--- config.mk ---
export PLATFORM = sky130hd
export DESIGN_NAME = bus_wait_controller
export DESIGN_NICKNAME = d
export VERILOG_FILES = /design/src/rtl/bus_ctrl_pkg.sv /design/src/rtl/bus_addr_decode.sv /design/src/rtl/bus_wait_controller.sv
export SDC_FILE = /design/constraint.sdc
export NUM_CORES = 1
export LEC_CHECK = 0
export CAP_MARGIN = 30
export CORE_MARGIN = 3
export CORE_UTILIZATION = 35
export DETAILED_ROUTE_END_ITERATION = 10
export PLACE_DENSITY = 0.65
export SYNTH_ARGS = -nofsm -noshare
export SYNTH_HDL_FRONTEND = slang
export SYNTH_SLANG_ARGS = --single-unit
--- constraint.sdc ---
create_clock -name clk -period 7.65 [get_ports clk]
set_clock_uncertainty 0.2 [all_clocks]
set_input_delay 1.53 -clock clk [delete_from_list [all_inputs] [get_ports clk]]
set_output_delay 1.53 -clock clk [all_outputs]
set_load 0.1 [all_outputs]
--- src/rtl/bus_ctrl_pkg.sv ---
// Shared types and default parameter values for the 65C02 bus wait-state controller.
package bus_ctrl_pkg;

  typedef enum logic [1:0] {
    REGION_RAM = 2'd0,
    REGION_ROM = 2'd1,
    REGION_IO  = 2'd2
  } region_t;

  typedef enum logic [1:0] {
    IDLE    = 2'd0,
    WAIT    = 2'd1,
    STRETCH = 2'd2,
    DONE    = 2'd3
  } bus_state_t;

  localparam logic [15:0] DEF_ROM_BASE = 16'hC000;
  localparam logic [7:0]  DEF_IO_PAGE  = 8'hBF;
  localparam int unsigned DEF_RAM_WAIT = 0;
  localparam int unsigned DEF_ROM_WAIT = 2;
  localparam int unsigned DEF_IO_WAIT  = 3;
  localparam int unsigned DEF_TIMEOUT  = 255;

endpackage

--- src/rtl/bus_addr_decode.sv ---
// Combinational address decode: maps cpu_a/cpu_vpb to a region and its wait-state count.
module bus_addr_decode
  import bus_ctrl_pkg::*;
#(
  parameter logic [15:0] ROM_BASE = DEF_ROM_BASE,
  parameter logic [7:0]  IO_PAGE  = DEF_IO_PAGE,
  parameter int unsigned RAM_WAIT = DEF_RAM_WAIT,
  parameter int unsigned ROM_WAIT = DEF_ROM_WAIT,
  parameter int unsigned IO_WAIT  = DEF_IO_WAIT
) (
  input  logic [15:0] cpu_a_i,
  input  logic        cpu_vpb_i,
  output region_t     region_o,
  output logic [3:0]  wait_o
);

  // Vector pulls always hit ROM, ahead of the I/O page match.
  always_comb begin
    region_o = REGION_RAM;
    if (!cpu_vpb_i) begin
      region_o = REGION_ROM;
    end else if (cpu_a_i[15:8] == IO_PAGE) begin
      region_o = REGION_IO;
    end else if (cpu_a_i >= ROM_BASE) begin
      region_o = REGION_ROM;
    end else begin
      region_o = REGION_RAM;
    end
  end

  always_comb begin
    wait_o = 4'd0;
    case (region_o)
      REGION_RAM: wait_o = 4'(RAM_WAIT);
      REGION_ROM: wait_o = 4'(ROM_WAIT);
      REGION_IO:  wait_o = 4'(IO_WAIT);
      default:    wait_o = 4'd0;
    endcase
  end

endmodule

--- src/rtl/bus_wait_controller.sv ---
// Bus cycle FSM: chip selects, strobes and rdy wait-state insertion for the 65C02 core.
// Optional I/O stretch timeout with bus_err is enabled by defining BUS_TIMEOUT_EN.
module bus_wait_controller
  import bus_ctrl_pkg::*;
#(
  parameter logic [15:0] ROM_BASE = DEF_ROM_BASE,
  parameter logic [7:0]  IO_PAGE  = DEF_IO_PAGE,
  parameter int unsigned RAM_WAIT = DEF_RAM_WAIT,
  parameter int unsigned ROM_WAIT = DEF_ROM_WAIT,
  parameter int unsigned IO_WAIT  = DEF_IO_WAIT,
  parameter int unsigned TIMEOUT  = DEF_TIMEOUT
) (
  input  logic        clk,
  input  logic        reset,
  input  logic        bus_req,
  input  logic [15:0] cpu_a,
  input  logic        cpu_rwb,
  input  logic        cpu_vpb,
  input  logic        io_ready,
  output logic        rdy,
  output logic        ram_cs,
  output logic        rom_cs,
  output logic        io_cs,
  output logic        oe,
  output logic        we,
  output logic        bus_err
);

  bus_state_t state_q, state_d;
  region_t    region_q, region_d, dec_region_s;
  logic       rwb_q, rwb_d;
  logic [3:0] wcnt_q, wcnt_d, dec_wait_s;
  logic       timeout_s;
  logic       rdy_q, ram_cs_q, rom_cs_q, io_cs_q, oe_q, we_q;

  bus_addr_decode #(
    .ROM_BASE (ROM_BASE),
    .IO_PAGE  (IO_PAGE),
    .RAM_WAIT (RAM_WAIT),
    .ROM_WAIT (ROM_WAIT),
    .IO_WAIT  (IO_WAIT)
  ) u_decode (
    .cpu_a_i   (cpu_a),
    .cpu_vpb_i (cpu_vpb),
    .region_o  (dec_region_s),
    .wait_o    (dec_wait_s)
  );

`ifdef BUS_TIMEOUT_EN
  logic [7:0] scnt_q, scnt_d;
  logic       bus_err_q;
`endif

  always_ff @(posedge clk) begin
    if (reset) begin
      state_q  <= IDLE;
      region_q <= REGION_RAM;
      rwb_q    <= 1'b1;
      wcnt_q   <= 4'd0;
    end else begin
      state_q  <= state_d;
      region_q <= region_d;
      rwb_q    <= rwb_d;
      wcnt_q   <= wcnt_d;
    end
  end

  // DONE accepts a new request exactly like IDLE so cycles can run back to back.
  always_comb begin
    state_d   = state_q;
    region_d  = region_q;
    rwb_d     = rwb_q;
    wcnt_d    = wcnt_q;
    timeout_s = 1'b0;
    case (state_q)
      IDLE, DONE: begin
        if (bus_req) begin
          region_d = dec_region_s;
          rwb_d    = cpu_rwb;
          wcnt_d   = (dec_wait_s != 4'd0) ? dec_wait_s - 4'd1 : 4'd0;
          if (dec_wait_s != 4'd0) begin
            state_d = WAIT;
          end else if (dec_region_s == REGION_IO && !io_ready) begin
            state_d = STRETCH;
          end else begin
            state_d = DONE;
          end
        end else begin
          state_d = IDLE;
        end
      end
      WAIT: begin
        if (wcnt_q != 4'd0) begin
          wcnt_d = wcnt_q - 4'd1;
        end else if (region_q == REGION_IO && !io_ready) begin
          state_d = STRETCH;
        end else begin
          state_d = DONE;
        end
      end
      STRETCH: begin
        if (io_ready) begin
          state_d = DONE;
        end else begin
`ifdef BUS_TIMEOUT_EN
          if (scnt_q == 8'(TIMEOUT - 1)) begin
            state_d   = DONE;
            timeout_s = 1'b1;
          end else begin
            state_d = STRETCH;
          end
`else
          state_d = STRETCH;
`endif
        end
      end
      default: state_d = IDLE;
    endcase
  end

  // Outputs are computed from the next state so the registered copy lines up with the state.
  always_ff @(posedge clk) begin
    if (reset) begin
      rdy_q    <= 1'b1;
      ram_cs_q <= 1'b0;
      rom_cs_q <= 1'b0;
      io_cs_q  <= 1'b0;
      oe_q     <= 1'b0;
      we_q     <= 1'b0;
    end else begin
      rdy_q    <= !(state_d == WAIT || state_d == STRETCH);
      ram_cs_q <= (state_d != IDLE) && (region_d == REGION_RAM);
      rom_cs_q <= (state_d != IDLE) && (region_d == REGION_ROM);
      io_cs_q  <= (state_d != IDLE) && (region_d == REGION_IO);
      oe_q     <= (state_d != IDLE) && rwb_d;
      we_q     <= (state_d == DONE) && !rwb_d && !timeout_s;
    end
  end

`ifdef BUS_TIMEOUT_EN
  // Stretch counter restarts on every entry into STRETCH.
  always_comb begin
    scnt_d = scnt_q;
    if (state_d == STRETCH && state_q != STRETCH) begin
      scnt_d = 8'd0;
    end else if (state_q == STRETCH) begin
      scnt_d = scnt_q + 8'd1;
    end else begin
      scnt_d = scnt_q;
    end
  end

  always_ff @(posedge clk) begin
    if (reset) begin
      scnt_q    <= 8'd0;
      bus_err_q <= 1'b0;
    end else begin
      scnt_q    <= scnt_d;
      bus_err_q <= timeout_s;
    end
  end

  assign bus_err = bus_err_q;
`else
  assign bus_err = 1'b0;
`endif

  assign rdy    = rdy_q;
  assign ram_cs = ram_cs_q;
  assign rom_cs = rom_cs_q;
  assign io_cs  = io_cs_q;
  assign oe     = oe_q;
  assign we     = we_q;

endmodule
# Yosys cells after proc, flatten, opt, wreduce, memory -nomap -nowiden
# Cells that the tools add are included.
[totals]
register_bits = 15
latchBits = 0
ramBits = 0
romBits = 0
inputBits = 22
out_inout_bits = 7
elab_cells = 65
mem_count = 0
[op_classes]
add_sub_neg = 2
mul = 0
div = 0
order_cmp = 1
eq_ne = 14
shift = 0
mux = 19
bitwise = 0
n_reduce_logical = 19
[op_table]
columns = ["operator", "n"]
rows = [
  ["16-bit greater-or-equal comparator (second input constant)", 1],
  ["2-bit == test (second input constant)", 7],
  ["2-bit 2-to-1 mux", 7],
  ["4-bit 2-to-1 mux", 3],
  ["2-bit by 1-bit == test with 1-bit output (second input constant)", 4],
  ["8-bit == test (second input constant)", 1],
  ["4-bit case mux with 2 select lines", 1],
  ["4-bit nonzero test", 2],
  ["4-bit by 1-bit subtractor with 4-bit output (second input constant)", 2],
  ["1-bit logical AND", 7],
  ["1-bit 2-to-1 mux", 6],
  ["2-bit case mux with 3 select lines", 1],
  ["2-bit zero test", 2],
  ["2-bit != test (second input constant)", 2],
  ["2-bit case mux with 2 select lines", 1],
  ["2-bit nonzero test", 2],
  ["1-bit zero test", 3],
  ["3-bit AND reduction", 1],
  ["2-bit OR reduction", 1],
  ["1-bit logical OR", 1],
]

# Logic depth before layout (Yosys ltp)
[logic_depth]
depth_word = 13
mapped_depth = 11
depth_no_buf = 11

# By module
# From an unflattened synthesis, not the netlist that was laid out.
[unflattened]
cells_unflattened = 109
hier_area_um2 = 900.9
[by_module_without_submodules]
columns = ["mod", "n_inst", "cells_each", "area_each_um2", "seq_area_each_um2"]
rows = [
  ["bus_wait_controller", 1, 97, 824.5, 300.3],
  ["bus_addr_decode", 1, 12, 76.3, 0.0],
]

# Worst setup path before layout
# No wires, ideal clock.
[synth_path]
path_type = "input to register"
startpoint = "input cpu_a[14]"
endpoint = "register ram_cs_q, in the netlist ram_cs"
setup_ps = 96
arrival_time_ps = 3254
required_ps = 7354
setup_slack_ps = 4100
cell_stages = 9
path_buffers = 0
cell_sequence = "nand4b_1 or3_4 inv_1 ha_1 and3b_1 o31ai_1 a32oi_1 ha_1 nor4b_1"
[synth_between]
elab_chain_len = 12
word_cells_on_any_way = 19
cone_classes = "order compare: 1; eq/ne: 3; mux: 10; reduce/logical: 5"
[synth_lines]
columns = ["item", "line", "rtl"]
rows = [
  ["start: declaration", "bus_wait_controller.sv:16", "input logic [15:0] cpu_a,"],
  ["16-bit greater-or-equal comparator", "bus_addr_decode.sv:24", "end else if (cpu_a_i >= ROM_BASE) begin"],
  ["1-bit 2-to-1 mux", "bus_addr_decode.sv:24", ""],
  ["2-bit 2-to-1 mux (*)", "bus_addr_decode.sv:22", "end else if (cpu_a_i[15:8] == IO_PAGE) begin"],
  ["2-bit 2-to-1 mux (*)", "bus_addr_decode.sv:20", "if (!cpu_vpb_i) begin"],
  ["2-bit == test / 2-bit by 1-bit == test with 1-bit output (equally long branches)", "bus_addr_decode.sv:33, bus_wait_controller.sv:83", ""],
  ["2-bit case mux with 2 select lines / 1-bit logical AND (equally long branches)", "bus_addr_decode.sv:33, bus_wait_controller.sv:83", ""],
  ["4-bit nonzero test / 1-bit 2-to-1 mux (equally long branches)", "bus_wait_controller.sv:81, bus_wait_controller.sv:83", ""],
  ["2-bit 2-to-1 mux", "bus_wait_controller.sv:81", "if (dec_wait_s != 4'd0) begin"],
  ["2-bit 2-to-1 mux", "bus_wait_controller.sv:77", "if (bus_req) begin"],
  ["2-bit case mux with 3 select lines", "bus_wait_controller.sv:75", "case (state_q)"],
  ["2-bit nonzero test", "bus_wait_controller.sv:132", "ram_cs_q <= (state_d != IDLE) && (region_d == REGION_RAM);"],
  ["1-bit logical AND (*)", "bus_wait_controller.sv:132", ""],
  ["end signal: assignment", "bus_wait_controller.sv:132", ""],
  ["end: declaration", "bus_wait_controller.sv:34", "logic rdy_q, ram_cs_q, rom_cs_q, io_cs_q, oe_q, we_q;"],
]
# Every way passes the cells marked *; elsewhere a longest branch is shown, timed or not.
# A chain may end at the register's enable or synchronous reset.

# Worst setup path after layout
[layout_path]
startpoint = "input cpu_a[14]"
endpoint = "register rom_cs_q, in the netlist rom_cs"
[layout_between]
elab_chain_len = 12
word_cells_on_any_way = 19
cone_classes = "order compare: 1; eq/ne: 4; mux: 10; reduce/logical: 4"
[layout_lines]
columns = ["item", "line", "rtl"]
rows = [
  ["16-bit greater-or-equal comparator", "bus_addr_decode.sv:24", ""],
  ["1-bit 2-to-1 mux", "bus_addr_decode.sv:24", ""],
  ["2-bit 2-to-1 mux (*)", "bus_addr_decode.sv:22", ""],
  ["2-bit 2-to-1 mux (*)", "bus_addr_decode.sv:20", ""],
  ["2-bit == test / 2-bit by 1-bit == test with 1-bit output (equally long branches)", "bus_addr_decode.sv:33, bus_wait_controller.sv:83", ""],
  ["2-bit case mux with 2 select lines / 1-bit logical AND (equally long branches)", "bus_addr_decode.sv:33, bus_wait_controller.sv:83", ""],
  ["4-bit nonzero test / 1-bit 2-to-1 mux (equally long branches)", "bus_wait_controller.sv:81, bus_wait_controller.sv:83", ""],
  ["2-bit 2-to-1 mux", "bus_wait_controller.sv:81", ""],
  ["2-bit 2-to-1 mux", "bus_wait_controller.sv:77", ""],
  ["2-bit case mux with 3 select lines", "bus_wait_controller.sv:75", ""],
  ["2-bit nonzero test", "bus_wait_controller.sv:133", "rom_cs_q <= (state_d != IDLE) && (region_d == REGION_ROM);"],
  ["1-bit logical AND (*)", "bus_wait_controller.sv:133", ""],
  ["end signal: assignment", "bus_wait_controller.sv:133", ""],
  ["end: declaration", "bus_wait_controller.sv:34", ""],
]
# Marks and branches as above.

==> results_dict.tcl <==
set metrics [dict create \
    grt_pass1_wl_um 2630 \
    die_w_um 53.6 \
    setup_tns_ps 0 \
    grt_pass1_vias 611 \
    final-max-slew-violation-count 0 \
    hold_class "flip-flop to flip-flop" \
    syn_avg_cell_area_sq_um 8.93 \
    vias 654 \
    critPathLaunchType "input port" \
    hpwlAfterDp_um 1230 \
    max_stage_delay_ps 420 \
    synth_area_sq_um 795 \
    power.density_mw_per_mm2 219 \
    cts_buffer_depth 2 \
    drtIter0Drc 8 \
    htreeDepth 1 \
    vdd_drop_max_mv 0.109 \
    synth_warnings 0 \
    synth-seq-cells 15 \
    dpl_worst_slack_ps 3430 \
    clock_latency_ps 290 \
    dr.pass1.iters 4 \
    yosysTopAreaCell "dfxtp_1" \
    power.leakage_nw 0.419 \
    cts_tree "built" \
    path_delay_family "simple AND/OR/NAND/NOR gates" \
    synthCells 89 \
    crit_type "input port to flip-flop" \
    initial_core_util_pct 38.5 \
    post-cts-setup-buffer-count 0 \
    drv_cap 0 \
    path_clk_slew_ps 100 \
    layout_commonest_cell "clkdlybuf4s50_1" \
    num_io_pins 29 \
    overflow 0 \
    ys.flop_type "dfxtp_1" \
    rsz0062_at_grt "false" \
    vias_per_cell 4.84 \
    synth_seq_area_share_pct 37.8 \
    synth_top_area_share_pct 37.8 \
    dieArea_sq_mm 0.00288 \
    antenna_found_initial 0 \
    critPathMostFrequentCell "ha_1" \
    cp.buffers_inverters 2 \
    layout-drive-gt1-share_pct 9.26 \
    setup_violations 0 \
    wl_um 1520 \
    fin_crit_sh_pct 50.9 \
    slowest_stage "or3_4" \
    place.gp.congestion 0.767 \
    clkSinkCount 15 \
    slew_headroom_pct 35.3 \
    finalHoldViolCount 0 \
    root_buffer "clkbuf_4" \
    grt_usage_pct 12.7 \
    ant_nets 0 \
    required_ps 7640 \
    portBuffers 19 \
    wire_per_inst_um 11.3 \
    syn_to_final_growth_pct 29.3 \
    synth_edf_count 0 \
    synth_nets 117 \
    ctsResizeCount 0 \
    synth_cell_types 42 \
    remaining_drc_errors 0 \
    core.rowCount 16 \
    path_max_fanout 4 \
    ctsHoldBuffers 0 \
    tightest_slew_ps 968 \
    async_reset_ff_share_pct 0 \
    outcome "finished clean" \
    diodes 0 \
    critPathCaptureType "flip-flop" \
    arrival_ps 3890 \
    cts_made_buffers 3 \
    grt_max_degree 15 \
    fmax_mhz 257 \
    fin_crit_ps 3900 \
    p_total_w 0.000225 \
    finalNetCount 137 \
    dieHeight_um 53.6 \
    crit_path_cell_trace "clkdlybuf4s50_1 -> nand4b_1 -> or3_4 -> inv_1 -> ha_1 -> and3b_1 -> o31ai_1 -> a32oi_1 -> ha_1 -> nor4_1" \
    layout_common_cells "clkdlybuf4s50_1 (19), dfxtp_1 (15), nor2_1 (10)" \
    yosys-top-cells-area "dfxtp_1 (38%), ha_1 (9.4%), nor2_1 (4.7%), inv_1 (3.8%), nand2b_1 (3.1%)" \
    setup_slack_ps 3750 \
    core_region_area_sq_mm 0.00206 \
]
area by class of cell:
cell class                 count  area [sq um]
multi-input combinational     62           443
tap                           27          33.8
clock buffer                   3          22.5
clock inverter                 1          7.51
fill                         218          1030
timing repair buffer          19           190
inverter                       8          30.0
sequential                    15           300
cells by family (layout without fill, tap and decap cells):
logic type / count (synthesis) / in the layout / synth area share, %
AO/OA/AOI/OAI: 19 / 19 / 18.0
XOR/XNOR: 1 / 1 / 1.10
adder cells (fa/ha/maj): 6 / 6 / 9.45
buffers and inverters: 12 / 31 / 6.46
flip-flops: 15 / 15 / 37.8
multiplexers: 3 / 3 / 3.94
other: 1 / 1 / 0.472
AND/OR/NAND/NOR: 32 / 32 / 22.8
through the flow:
step / instances / cell area (sq um) / util (%) / hold slack, ps
4_1_cts: 135 / 1030 / 49.8 / 343
6_report: 135 / 1030 / 49.8 / 327
3_3_place_gp: 131 / 997 / 48.4 / 295
5_1_grt: 135 / 1030 / 49.8 / 361
2_1_floorplan: 89 / 795 / - / 268
3_5_place_dp: 131 / 997 / 48.4 / 316
power breakdown:
group / leakage (nW) / total, W / switching (W) / internal (W)
registers: 0.123 / 0.0000915 / 0.00000485 / 0.0000867
logic: 0.282 / 0.0000864 / 0.0000539 / 0.0000325
clock network: 0.0139 / 0.0000473 / 0.0000274 / 0.0000199
worst reg2reg max path: cells and delay by family (launching register included):
family | cells | cell delay, ps
AOI/OAI and AO/OA | 3 | 870
buffers and inverters | 1 | 50
adders and majority gates | 1 | 380
and+or+nand+nor | 1 | 250
DFF | 1 | 370
worst paths after layout:
kind	startpoint	end	slack (ps)	depth (start not counted)
min	rwb_q$_SDFF_PP1_	rwb_q$_SDFF_PP1_	330	2
max	cpu_a[14]	rom_cs$_SDFF_PP0_	3750	10
min reg2reg	rwb_q$_SDFF_PP1_	rwb_q$_SDFF_PP1_	330	2
max reg2reg	state_q[0]$_SDFF_PP0_	wcnt_q[2]$_SDFFE_PP0P_	5440	6
flip-flops by register name (all words and copies together), names as in the netlist:
signal / flops
wcnt_q: 4
region_q: 2
state_q: 2
io_cs: 1
oe: 1
ram_cs: 1
rdy: 1
rom_cs: 1
rwb_q: 1
we: 1
cell usage after synthesis, drive strengths merged, types with 2 or more instances:
master	count
ha	6
buf	3
inv	8
nand2b	4
nand2	4
nor2	10
a21oi	4
a211oi	2
nor3	2
nor3b	2
mux2i	2
or3	2
dfxtp	15
layer usage:
layer / vias up / global-route usage, % / part of all wire, %
met4: 0 / 3.83 / 0
met3: 0 / 5.82 / 4.6
li1: 350 / - / -
met2: 10 / 21.4 / 50
met5: - / 0 / 0
met1: 294 / 14.1 / 45
Note: power is estimated with default switching activity, not from simulation.
==> edit, RTL diff (config.mk and constraints unchanged) <==
Re-encode `bus_state_t` (4 states) as Gray code, 2 bits wide.
--- a/src/rtl/bus_ctrl_pkg.sv
+++ b/src/rtl/bus_ctrl_pkg.sv
@@ -8,10 +8,10 @@
   } region_t;
 
   typedef enum logic [1:0] {
-    IDLE    = 2'd0,
-    WAIT    = 2'd1,
-    STRETCH = 2'd2,
-    DONE    = 2'd3
+    IDLE    = 2'b00,
+    WAIT    = 2'b01,
+    STRETCH = 2'b11,
+    DONE    = 2'b10
   } bus_state_t;
 
   localparam logic [15:0] DEF_ROM_BASE = 16'hC000;
Behaviour: no difference found for any inputs over 10 cycles, from zero or initial values and one cycle with reset high; not proved beyond that.
==> edit against the unedited design <==
- synthesized area is 9.9% lower
- worst setup slack improved by 410 ps
- sequential cell count stayed put
- via count decreased by 6.4%
- sequential power fell by 6.0%
- wire length shrank 3.9%
- total power shrank 20%
- synthesized cell count decreased by 12%
- final area decreased by 7.2%
- non-clock buffer count stayed put
- count of clock-buffer cells in the layout stayed put
- largest power group unchanged
==> edit: results (changes against the unedited design) <==
* Post-synth top cells: 15 x dfxtp_1, 6 x nand2_1, 5 x a21oi_1, 5 x inv_1
* Sw Share at 0.325 (-0.0571)
* Max-Slew Margin vs Limit at 0.352 (-0.00121)
* Clock Path Buffers at 2 (unchanged)
* Root Driver: clkbuf_4
* Worst Path Arrival at 3460 ps (-430 ps)
* Vias in the first global route at 586 (-4.1%)
* Seq/Total Area, Yosys at 0.420 (+0.0416)
* Synth Warn # at 0 (unchanged)
* Final HPWL DP at 1160 um (-5.5%)
* First-pass GRT wire length at 2500 um (-5.0%)
* CTS H-tree depth at 1 (unchanged)
* Slowest stage delay, CP at 520 ps (+100 ps)
* Static Leakage at 0.000362 uW (-14%)
* Xor/xnor share of the synthesized area at 0.0245 (+0.0135)
* Post-synthesis compound-gate area fraction at 0.161 (-0.0187)
* Vias/cell at 4.94 (+1.9%)
* Adder-Cell Fraction of Synth Area at 0.0350 (-0.0595)
* Unique masters post-synth at 33 (-21%)
* Routability congestion estimate at 0.831 (+8.4%)
* Total GRT Usage at 0.126 (-0.000896)
* Layout cells sized above 1 at 0.0808 (-0.0118)
* Max VDD drop at 0.119 mV (+9.1%)
* PortBufs at 19 (unchanged)
* DR WL/cell at 11.8 um (+4.7%)
* Largest net degree at the start of global routing at 13 (-2)
* Top area cells in the synthesized netlist: dfxtp_1 42%, a21oi_1 3.5%, and2_1 3.5%
* Mux contribution to synthesized area at 0 (-0.0394)
* Post-Syn Nets at 102 (-13%)
* Slowest CP cell: clkdlybuf4s50_1
* Nets at 124 (-9.5%)
* Dominant synthesized flop cell: dfxtp_1
* Crit path max fanout at 3 (-1)
* Status: finished, final reports clean
## edit: cell type report
| class | count | area, sq um |
|---|---|---|
| multi-input combinational | 56 | 385 |
| timing repair buffer | 19 | 190 |
| inverter | 5 | 18.8 |
| tap | 25 | 31.3 |
| sequential | 15 | 300 |
| clock buffer | 3 | 22.5 |
| fill | 187 | 867 |
| clock inverter | 1 | 5.00 |
## edit: power by group through the flow
stage	sequential, uW	combinational (uW)	clock [uW]
2_1_floorplan	100	21.4	0
4_1_cts	86.0	48.8	47.9
3_3_place_gp	87.7	47.9	0
5_1_grt	86.8	52.3	50.9
3_5_place_dp	87.8	48.5	0
6_report	86.0	48.3	45.1
## edit: worst max-delay path: cells and delay by family
family / cells / cell delay (ps)
adder cells (fa/ha/maj): 1 / 320
buffers and inverters: 1 / 520
AND/OR/NAND/NOR: 3 / 710
AO/OA/AOI/OAI: 2 / 390
## edit: worst paths after layout
check / startpoint / to / slack (ps) / cells after the start
min: rwb_q / oe / 300 / 2
max: cpu_vpb / rdy / 4160 / 7
max reg2reg: wcnt_q[0] / wcnt_q[1] / 5870 / 6
min reg2reg: rwb_q / oe / 300 / 2
## edit: layer usage
layer,vias up,GRT usage,routed length (um)
met3,2,0.0466,82
met2,15,0.219,708
met5,-,0,0
met4,0,0.0262,12
met1,276,0.147,659
li1,319,-,-
## edit: stage by stage
stage	std cells	total power (uW)	cell area [sq um]	setup WS, ps
2_1_floorplan	78	121	716	4530
5_1_grt	124	190	953	4000
3_3_place_gp	120	136	926	3870
4_1_cts	124	183	953	4140
6_report	124	179	953	4160
3_5_place_dp	120	136	926	3850
